## src/rtl/sc_regshifter_flags_pkg.sv

```systemverilog
// -----------------------------------------------------------------------------
// sc_regshifter_flags_pkg
// Shared uDATAPATH definitions used by the shift register / flag unit and by
// the ALU status path.
//  - Shift-selection codes driven by the state machine.
//  - Packed active-low flag vector type {OV, C, N, Z} and its reset value.
//  - Helper that turns active-high flags into the active-low vector.
// -----------------------------------------------------------------------------
package sc_regshifter_flags_pkg;

  // Shift-selection codes; both NOP codes mean hold.
  localparam logic [1:0] SHIFT_NOP0  = 2'b00;
  localparam logic [1:0] SHIFT_LEFT  = 2'b01;
  localparam logic [1:0] SHIFT_RIGHT = 2'b10;
  localparam logic [1:0] SHIFT_NOP1  = 2'b11;

  // Active-low status flags as seen by the state machine's *_InLow inputs.
  typedef struct packed {
    logic ov_n;
    logic c_n;
    logic n_n;
    logic z_n;
  } flags_n_t;

  // Cleared register: no overflow, no carry, not negative, zero.
  localparam flags_n_t FLAGS_N_RESET = 4'b1110;

  // Pack active-high flags into the active-low vector.
  function automatic flags_n_t encode_flags_n(input logic ov, input logic c,
                                              input logic n, input logic z);
    flags_n_t f;
    f.ov_n = ~ov;
    f.c_n  = ~c;
    f.n_n  = ~n;
    f.z_n  = ~z;
    return f;
  endfunction

endpackage

```

## src/rtl/sc_regshifter_flags_encoder.sv

```systemverilog
// -----------------------------------------------------------------------------
// sc_flag_encoder
// Combinational flag encoder: derives N and Z from a data word and packs them
// with the supplied OV and C into the active-low {OV, C, N, Z} vector.
// Shared with the ALU status path; the caller decides whether to register it.
// Ports:
//   data    in  W  data word the N/Z flags describe
//   ov      in  1  overflow (active-high)
//   c       in  1  carry (active-high)
//   flags_n out 4  active-low {OV, C, N, Z}
// -----------------------------------------------------------------------------
module sc_flag_encoder
  import sc_regshifter_flags_pkg::*;
#(
  parameter int W = 8
) (
  input  logic [W-1:0] data,
  input  logic         ov,
  input  logic         c,
  output flags_n_t     flags_n
);

  logic neg_s;
  logic zero_s;

  assign neg_s   = data[W-1];
  assign zero_s  = (data == {W{1'b0}});
  assign flags_n = encode_flags_n(ov, c, neg_s, zero_s);

endmodule

```

## src/rtl/sc_regshifter_flags.sv

```systemverilog
// -----------------------------------------------------------------------------
// sc_regshifter_flags
// Shift register and status-flag unit at the datapath end of the uDATAPATH
// control interface. Captures the ALU result with its overflow/carry, shifts
// it on request and returns registered active-low OV/C/N/Z flags.
// One action per clock edge, priority reset > clear > load > shift > hold.
// All outputs come straight from flops.
// Configuration macro: SC_REGSHIFTER_ROTATE_EN -- when defined, shifts rotate
// (left fill = D[W-1], right fill = D[0]); otherwise logical zero-fill shifts.
// Ports:
//   SC_REGSHIFTER_CLOCK_50             in   1  clock, rising edge
//   SC_REGSHIFTER_RESET_InLow          in   1  synchronous reset, active-low
//   SC_REGSHIFTER_clear_InLow          in   1  0 = clear register and flags
//   SC_REGSHIFTER_load_InLow           in   1  0 = load data and ALU flags
//   SC_REGSHIFTER_shiftselection_InBUS in   S  01 left, 10 right, else hold
//   SC_REGSHIFTER_data_InBUS           in   W  ALU result
//   SC_REGSHIFTER_aluoverflow_InHigh   in   1  ALU overflow
//   SC_REGSHIFTER_alucarry_InHigh      in   1  ALU carry
//   SC_REGSHIFTER_data_OutBUS          out  W  register contents
//   SC_REGSHIFTER_overflow_OutLow      out  1  0 = overflow
//   SC_REGSHIFTER_carry_OutLow         out  1  0 = carry / shifted-out 1
//   SC_REGSHIFTER_negative_OutLow      out  1  0 = data MSB set
//   SC_REGSHIFTER_zero_OutLow          out  1  0 = data is zero
// -----------------------------------------------------------------------------
module sc_regshifter_flags
  import sc_regshifter_flags_pkg::*;
#(
  parameter int DATAWIDTH_BUS                  = 8,
  parameter int DATAWIDTH_REGSHIFTER_SELECTION = 2
) (
  input  logic                                      SC_REGSHIFTER_CLOCK_50,
  input  logic                                      SC_REGSHIFTER_RESET_InLow,
  input  logic                                      SC_REGSHIFTER_clear_InLow,
  input  logic                                      SC_REGSHIFTER_load_InLow,
  input  logic [DATAWIDTH_REGSHIFTER_SELECTION-1:0] SC_REGSHIFTER_shiftselection_InBUS,
  input  logic [DATAWIDTH_BUS-1:0]                  SC_REGSHIFTER_data_InBUS,
  input  logic                                      SC_REGSHIFTER_aluoverflow_InHigh,
  input  logic                                      SC_REGSHIFTER_alucarry_InHigh,
  output logic [DATAWIDTH_BUS-1:0]                  SC_REGSHIFTER_data_OutBUS,
  output logic                                      SC_REGSHIFTER_overflow_OutLow,
  output logic                                      SC_REGSHIFTER_carry_OutLow,
  output logic                                      SC_REGSHIFTER_negative_OutLow,
  output logic                                      SC_REGSHIFTER_zero_OutLow
);

  localparam int W = DATAWIDTH_BUS;

  logic [W-1:0] data_r;
  flags_n_t     flags_r;

  logic [W-1:0] next_data_s;
  logic         next_ov_s;
  logic         next_c_s;
  logic         update_s;
  logic         fill_left_s;
  logic         fill_right_s;
  flags_n_t     enc_flags_s;

  // Bit shifted into the vacated position: wrapped-around bit when rotating.
`ifdef SC_REGSHIFTER_ROTATE_EN
  assign fill_left_s  = data_r[W-1];
  assign fill_right_s = data_r[0];
`else
  assign fill_left_s  = 1'b0;
  assign fill_right_s = 1'b0;
`endif

  // Next data/OV/C selection by priority clear > load > shift > hold.
  always_comb begin
    next_data_s = data_r;
    next_ov_s   = 1'b0;
    next_c_s    = 1'b0;
    update_s    = 1'b0;
    if (!SC_REGSHIFTER_clear_InLow) begin
      // Zero data with OV=C=0 encodes to the reset flag vector.
      update_s    = 1'b1;
      next_data_s = {W{1'b0}};
    end else if (!SC_REGSHIFTER_load_InLow) begin
      update_s    = 1'b1;
      next_data_s = SC_REGSHIFTER_data_InBUS;
      next_ov_s   = SC_REGSHIFTER_aluoverflow_InHigh;
      next_c_s    = SC_REGSHIFTER_alucarry_InHigh;
    end else begin
      case (SC_REGSHIFTER_shiftselection_InBUS)
        SHIFT_LEFT: begin
          update_s    = 1'b1;
          next_data_s = {data_r[W-2:0], fill_left_s};
          next_c_s    = data_r[W-1];
          // Sign change: new MSB is old D[W-2].
          next_ov_s   = data_r[W-1] ^ data_r[W-2];
        end
        SHIFT_RIGHT: begin
          update_s    = 1'b1;
          next_data_s = {fill_right_s, data_r[W-1:1]};
          next_c_s    = data_r[0];
          next_ov_s   = 1'b0;
        end
        default: begin
          update_s    = 1'b0;
        end
      endcase
    end
  end

  sc_flag_encoder #(
    .W(W)
  ) u_flag_encoder (
    .data    (next_data_s),
    .ov      (next_ov_s),
    .c       (next_c_s),
    .flags_n (enc_flags_s)
  );

  // Register stage: synchronous reset, otherwise update on any action.
  always_ff @(posedge SC_REGSHIFTER_CLOCK_50) begin
    if (!SC_REGSHIFTER_RESET_InLow) begin
      data_r  <= {W{1'b0}};
      flags_r <= FLAGS_N_RESET;
    end else if (update_s) begin
      data_r  <= next_data_s;
      flags_r <= enc_flags_s;
    end else begin
      data_r  <= data_r;
      flags_r <= flags_r;
    end
  end

  assign SC_REGSHIFTER_data_OutBUS     = data_r;
  assign SC_REGSHIFTER_overflow_OutLow = flags_r.ov_n;
  assign SC_REGSHIFTER_carry_OutLow    = flags_r.c_n;
  assign SC_REGSHIFTER_negative_OutLow = flags_r.n_n;
  assign SC_REGSHIFTER_zero_OutLow     = flags_r.z_n;

endmodule
```

## config.mk

```make
export PLATFORM = sky130hd
export DESIGN_NAME = sc_regshifter_flags
export DESIGN_NICKNAME = d
export VERILOG_FILES = /design/src/rtl/sc_regshifter_flags_pkg.sv /design/src/rtl/sc_regshifter_flags_encoder.sv /design/src/rtl/sc_regshifter_flags.sv
export SDC_FILE = /design/constraint.sdc
export NUM_CORES = 1
export LEC_CHECK = 0
export ABC_AREA = 1
export CAP_MARGIN = 20
export CORE_MARGIN = 1
export CORE_UTILIZATION = 41
export CTS_CLUSTER_SIZE = 14
export DETAILED_ROUTE_END_ITERATION = 6
export GPL_ROUTABILITY_DRIVEN = 1
export PLACE_DENSITY = 0.8
export SYNTH_ARGS = -nofsm -noshare
export SYNTH_HDL_FRONTEND = slang
export SYNTH_HIERARCHICAL = 1
export SYNTH_SLANG_ARGS = --single-unit
```

## constraint.sdc

```tcl
create_clock -name SC_REGSHIFTER_CLOCK_50 -period 1.6 [get_ports SC_REGSHIFTER_CLOCK_50]
set_clock_uncertainty 0.15 [all_clocks]
set_input_delay 0.32 -clock SC_REGSHIFTER_CLOCK_50 [delete_from_list [all_inputs] [get_ports SC_REGSHIFTER_CLOCK_50]]
set_output_delay 0.32 -clock SC_REGSHIFTER_CLOCK_50 [all_outputs]
set_load 0.01 [all_outputs]
```

==> key figures <==
Run status
  • Status: finished with violations
  • Failing checks: setup timing

Global routing
  • Most Crowded Layer GR: met2
  • Global-route wire length before repair: 3840 um
  • Met2 Use GR: 38.3%
  • Remaining Overflow, GRT: 0
  • GR Layer Usage met3: 3.46%
  • Initial antenna violation count: 0
  • Total global-route track usage: 20.9%
  • Largest net degree at the start of global routing: 9
  • GR Layer Usage met1: 23.5%
  • Number of global-route vias before repair: 960

Clocking
  • TritonCTS clock tree: yes
  • Max Root-Sink Buffers: 2
  • Total CTS buffers: 3
  • Sink Count: 12
  • Clock latency at the later pin of the worst-skew pair: 0.27 ns
  • Hold_buf cts: 0
  • H-tree levels: 1
  • Clock slew at reported path FFs: 0.08 ns
  • Root Driver: clkbuf_4

Final layout
  • Diode count: 0
  • Final cell utilization of the core: 67.4%
  • Fill cells: 191
  • Nets@finish: 209
  • Fraction of layout cells with a size suffix above 1: 24.7%
  • Area growth syn-to-layout: 51.6%

Hold path
  • Min-delay worst type: reg -> reg

Setup path
  • CP startpoint kind: input port
  • Crit-path max cell delay: 0.29 ns
  • Top delay family on crit path: simple AND/OR/NAND/NOR gates
  • CP Class: in -> reg
  • Critical path arrival: 1.64 ns
  • Crit-path max FO: 8
  • Worst path cell trace: buf_4, inv_8, ha_4, nor2_4, nand3_2, nand3_2, inv_1, inv_1, nand2_1, nor2_1, nand2_1, o21ai_1, nor2_1
  • WP buf/inv: 4
  • Critical path's slowest cell: ha_4
  • Required time of the critical path: 1.62 ns
  • Worst Setup End Kind: flip-flop

Timing
  • Worst Tran Pin Value: 0.281 ns
  • RSZ-0062 raised after global routing: true
  • Fmax achieved: 0.618 GHz
  • Final hold vios: 0
  • # setup viols final: 1
  • Tmin final: 1.62 ns
  • Final setup TNS: -0.0180 ns
  • Slew Limit Fails: 0
  • Hold_ws: 0.331 ns
  • Post-route clock period utilization: 101%
  • Final WS setup: -0.0180 ns
  • Slew HR: 81.2%

Yosys
  • Syn Nets: 167
  • Post-Syn Instances: 149
  • Number of synthesized flops with an enable pin: 0
  • Dominant cells by area after synthesis: dfxtp_1 (27%), nand2_1 (22%), inv_1 (10%)
  • Post-synthesis cell area: 881 um^2
  • Post-synth top cells: nand2_1 (51), inv_1 (24), nor2_1 (19), nand3_1 (16), dfxtp_1 (12)
  • Area share of the largest cell type after synthesis: 27.3%
  • Sequential area share after synthesis: 27.3%
  • FF+latch count, synth: 12
  • Synth warnings: 6
  • Yosys cell types: 21
  • Most common cell in the netlist: nand2_1
  • Mean post-synth cell area: 5.91 um^2
  • Share of flip-flops with an asynchronous set or reset: 0%
  • Post-synth top flop: dfxtp_1
  • Cell taking the most area after synthesis: dfxtp_1

Power and ir drop
  • Design Power: 0.000871 W
  • Power Density: 653 nW/um^2
  • Lkg Pwr: 0.719 nW
  • Peak VDD IR: 387 uV

Die
  • Rows: 16
  • Core Box Area: 1980 um^2
  • Starting density of the core: 44.4%
  • Die width: 48.4 um
  • Die footprint: 2340 um^2
  • Num ports: 28
  • Die height: 48.4 um

Placed design
  • Hpwl dp: 1750 um
  • Routability cong.: 0.905
  • Port Buffer Count: 27

Routing
  • DR vias: 1010
  • Number of DRC markers in iteration 0: 15
  • Post-DRT Antenna Nets: 0
  • DRC Markers: 0
  • WL per Instance: 10.7 um
  • Routed Wire Length: 2320 um
  • Vias per cell: 4.65
  • Pre-antenna DRT Iters: 4

Flow run
  • Max Cap Viol: 0
-- final cells by class --
cell class | instances | area, um^2 | area share, %
multi-input combinational | 103 | 529 | 39.6
inverter | 29 | 126 | 9.47
tap | 27 | 33.8 | 2.53
sequential | 12 | 248 | 18.6
timing repair buffer | 42 | 362 | 27.1
clock buffer | 4 | 36.3 | 2.72
-- stage by stage --
stage	worst slack [ns]	instance area (um^2)	cells
2_1_floorplan	-0.0524	913	149
3_5_place_dp	-0.764	1280	212
5_1_grt	-0.0624	1340	217
3_3_place_gp	-0.713	1280	212
4_1_cts	0.0160	1340	217
6_report	-0.0180	1340	217
-- path summary, 6_finish.rpt --
path	startpoint	slack (ns)	depth (start not counted)	endpoint
min reg2reg	SC_REGSHIFTER_carry_OutLow$_SDFFE_PN1P_	0.33	2	SC_REGSHIFTER_carry_OutLow$_SDFFE_PN1P_
max reg2reg	SC_REGSHIFTER_data_OutBUS[5]$_SDFFE_PN0P_	0.18	10	SC_REGSHIFTER_zero_OutLow$_SDFFE_PN0P_
min	SC_REGSHIFTER_carry_OutLow$_SDFFE_PN1P_	0.33	2	SC_REGSHIFTER_carry_OutLow$_SDFFE_PN1P_
max	SC_REGSHIFTER_shiftselection_InBUS[0]	-0.02	13	SC_REGSHIFTER_zero_OutLow$_SDFFE_PN0P_
-- routing by layer --
layer | up-vias | wire, um
met5 | - | 0
met4 | 0 | 42
met3 | 6 | 114
met2 | 27 | 1140
met1 | 448 | 1020
li1 | 529 | -
-- sequential cells by signal, indices dropped and copies added (netlist names) --
register,cells
SC_REGSHIFTER_negative_OutLow,1
SC_REGSHIFTER_carry_OutLow,1
SC_REGSHIFTER_overflow_OutLow,1
SC_REGSHIFTER_zero_OutLow,1
SC_REGSHIFTER_data_OutBUS,8
-- cell families (layout without fill, tap and decap cells) --
group | after synthesis | count (layout) | synth area share (%)
AOI/OAI and AO/OA | 7 | 7 | 3.98
adders and majority gates | 2 | 2 | 2.84
buffers and inverters | 34 | 75 | 17.8
DFF | 12 | 12 | 27.3
and+or+nand+nor | 94 | 94 | 48.2
-- worst register-to-register path: cells and delay by family (launching register included) --
kind	cells	cell delay, ns
flip-flops	1	0.35
buffers and inverters	2	0.08
AND/OR/NAND/NOR	6	0.49
AO/OA/AOI/OAI	2	0.25
-- power by group --
part           switching (W)  total, W  internal (W)
Sequential         0.0000178  0.000337      0.000319
Combinational       0.000148  0.000285      0.000137
Clock               0.000111  0.000249      0.000138
-- layout by cell type (no fill, tap or decap), types with 2 or more instances in the layout --
| cell | synthesis | layout |
|---|---|---|
| nand2_1 | 51 | 51 |
| nand3_1 | 16 | 14 |
| nand3_2 | 1 | 3 |
| inv_1 | 24 | 23 |
| o21ai_2 | 0 | 3 |
| inv_2 | 3 | 2 |
| a21oi_1 | 3 | 3 |
| clkdlybuf4s50_1 | 0 | 11 |
| inv_4 | 1 | 2 |
| clkbuf_4 | 0 | 3 |
| dlygate4sd2_1 | 0 | 14 |
| dfxtp_1 | 12 | 6 |
| nor2_1 | 19 | 19 |
| buf_4 | 1 | 15 |
| dfxtp_2 | 0 | 6 |
-- timing repair --
item                       4_1_cts  5_1_grt
pin swaps                        7        0
setup endpoints to repair       24        1
buffers inserted                 1        0
gates resized for setup         37        0
Power figures use the tool's default switching activity.
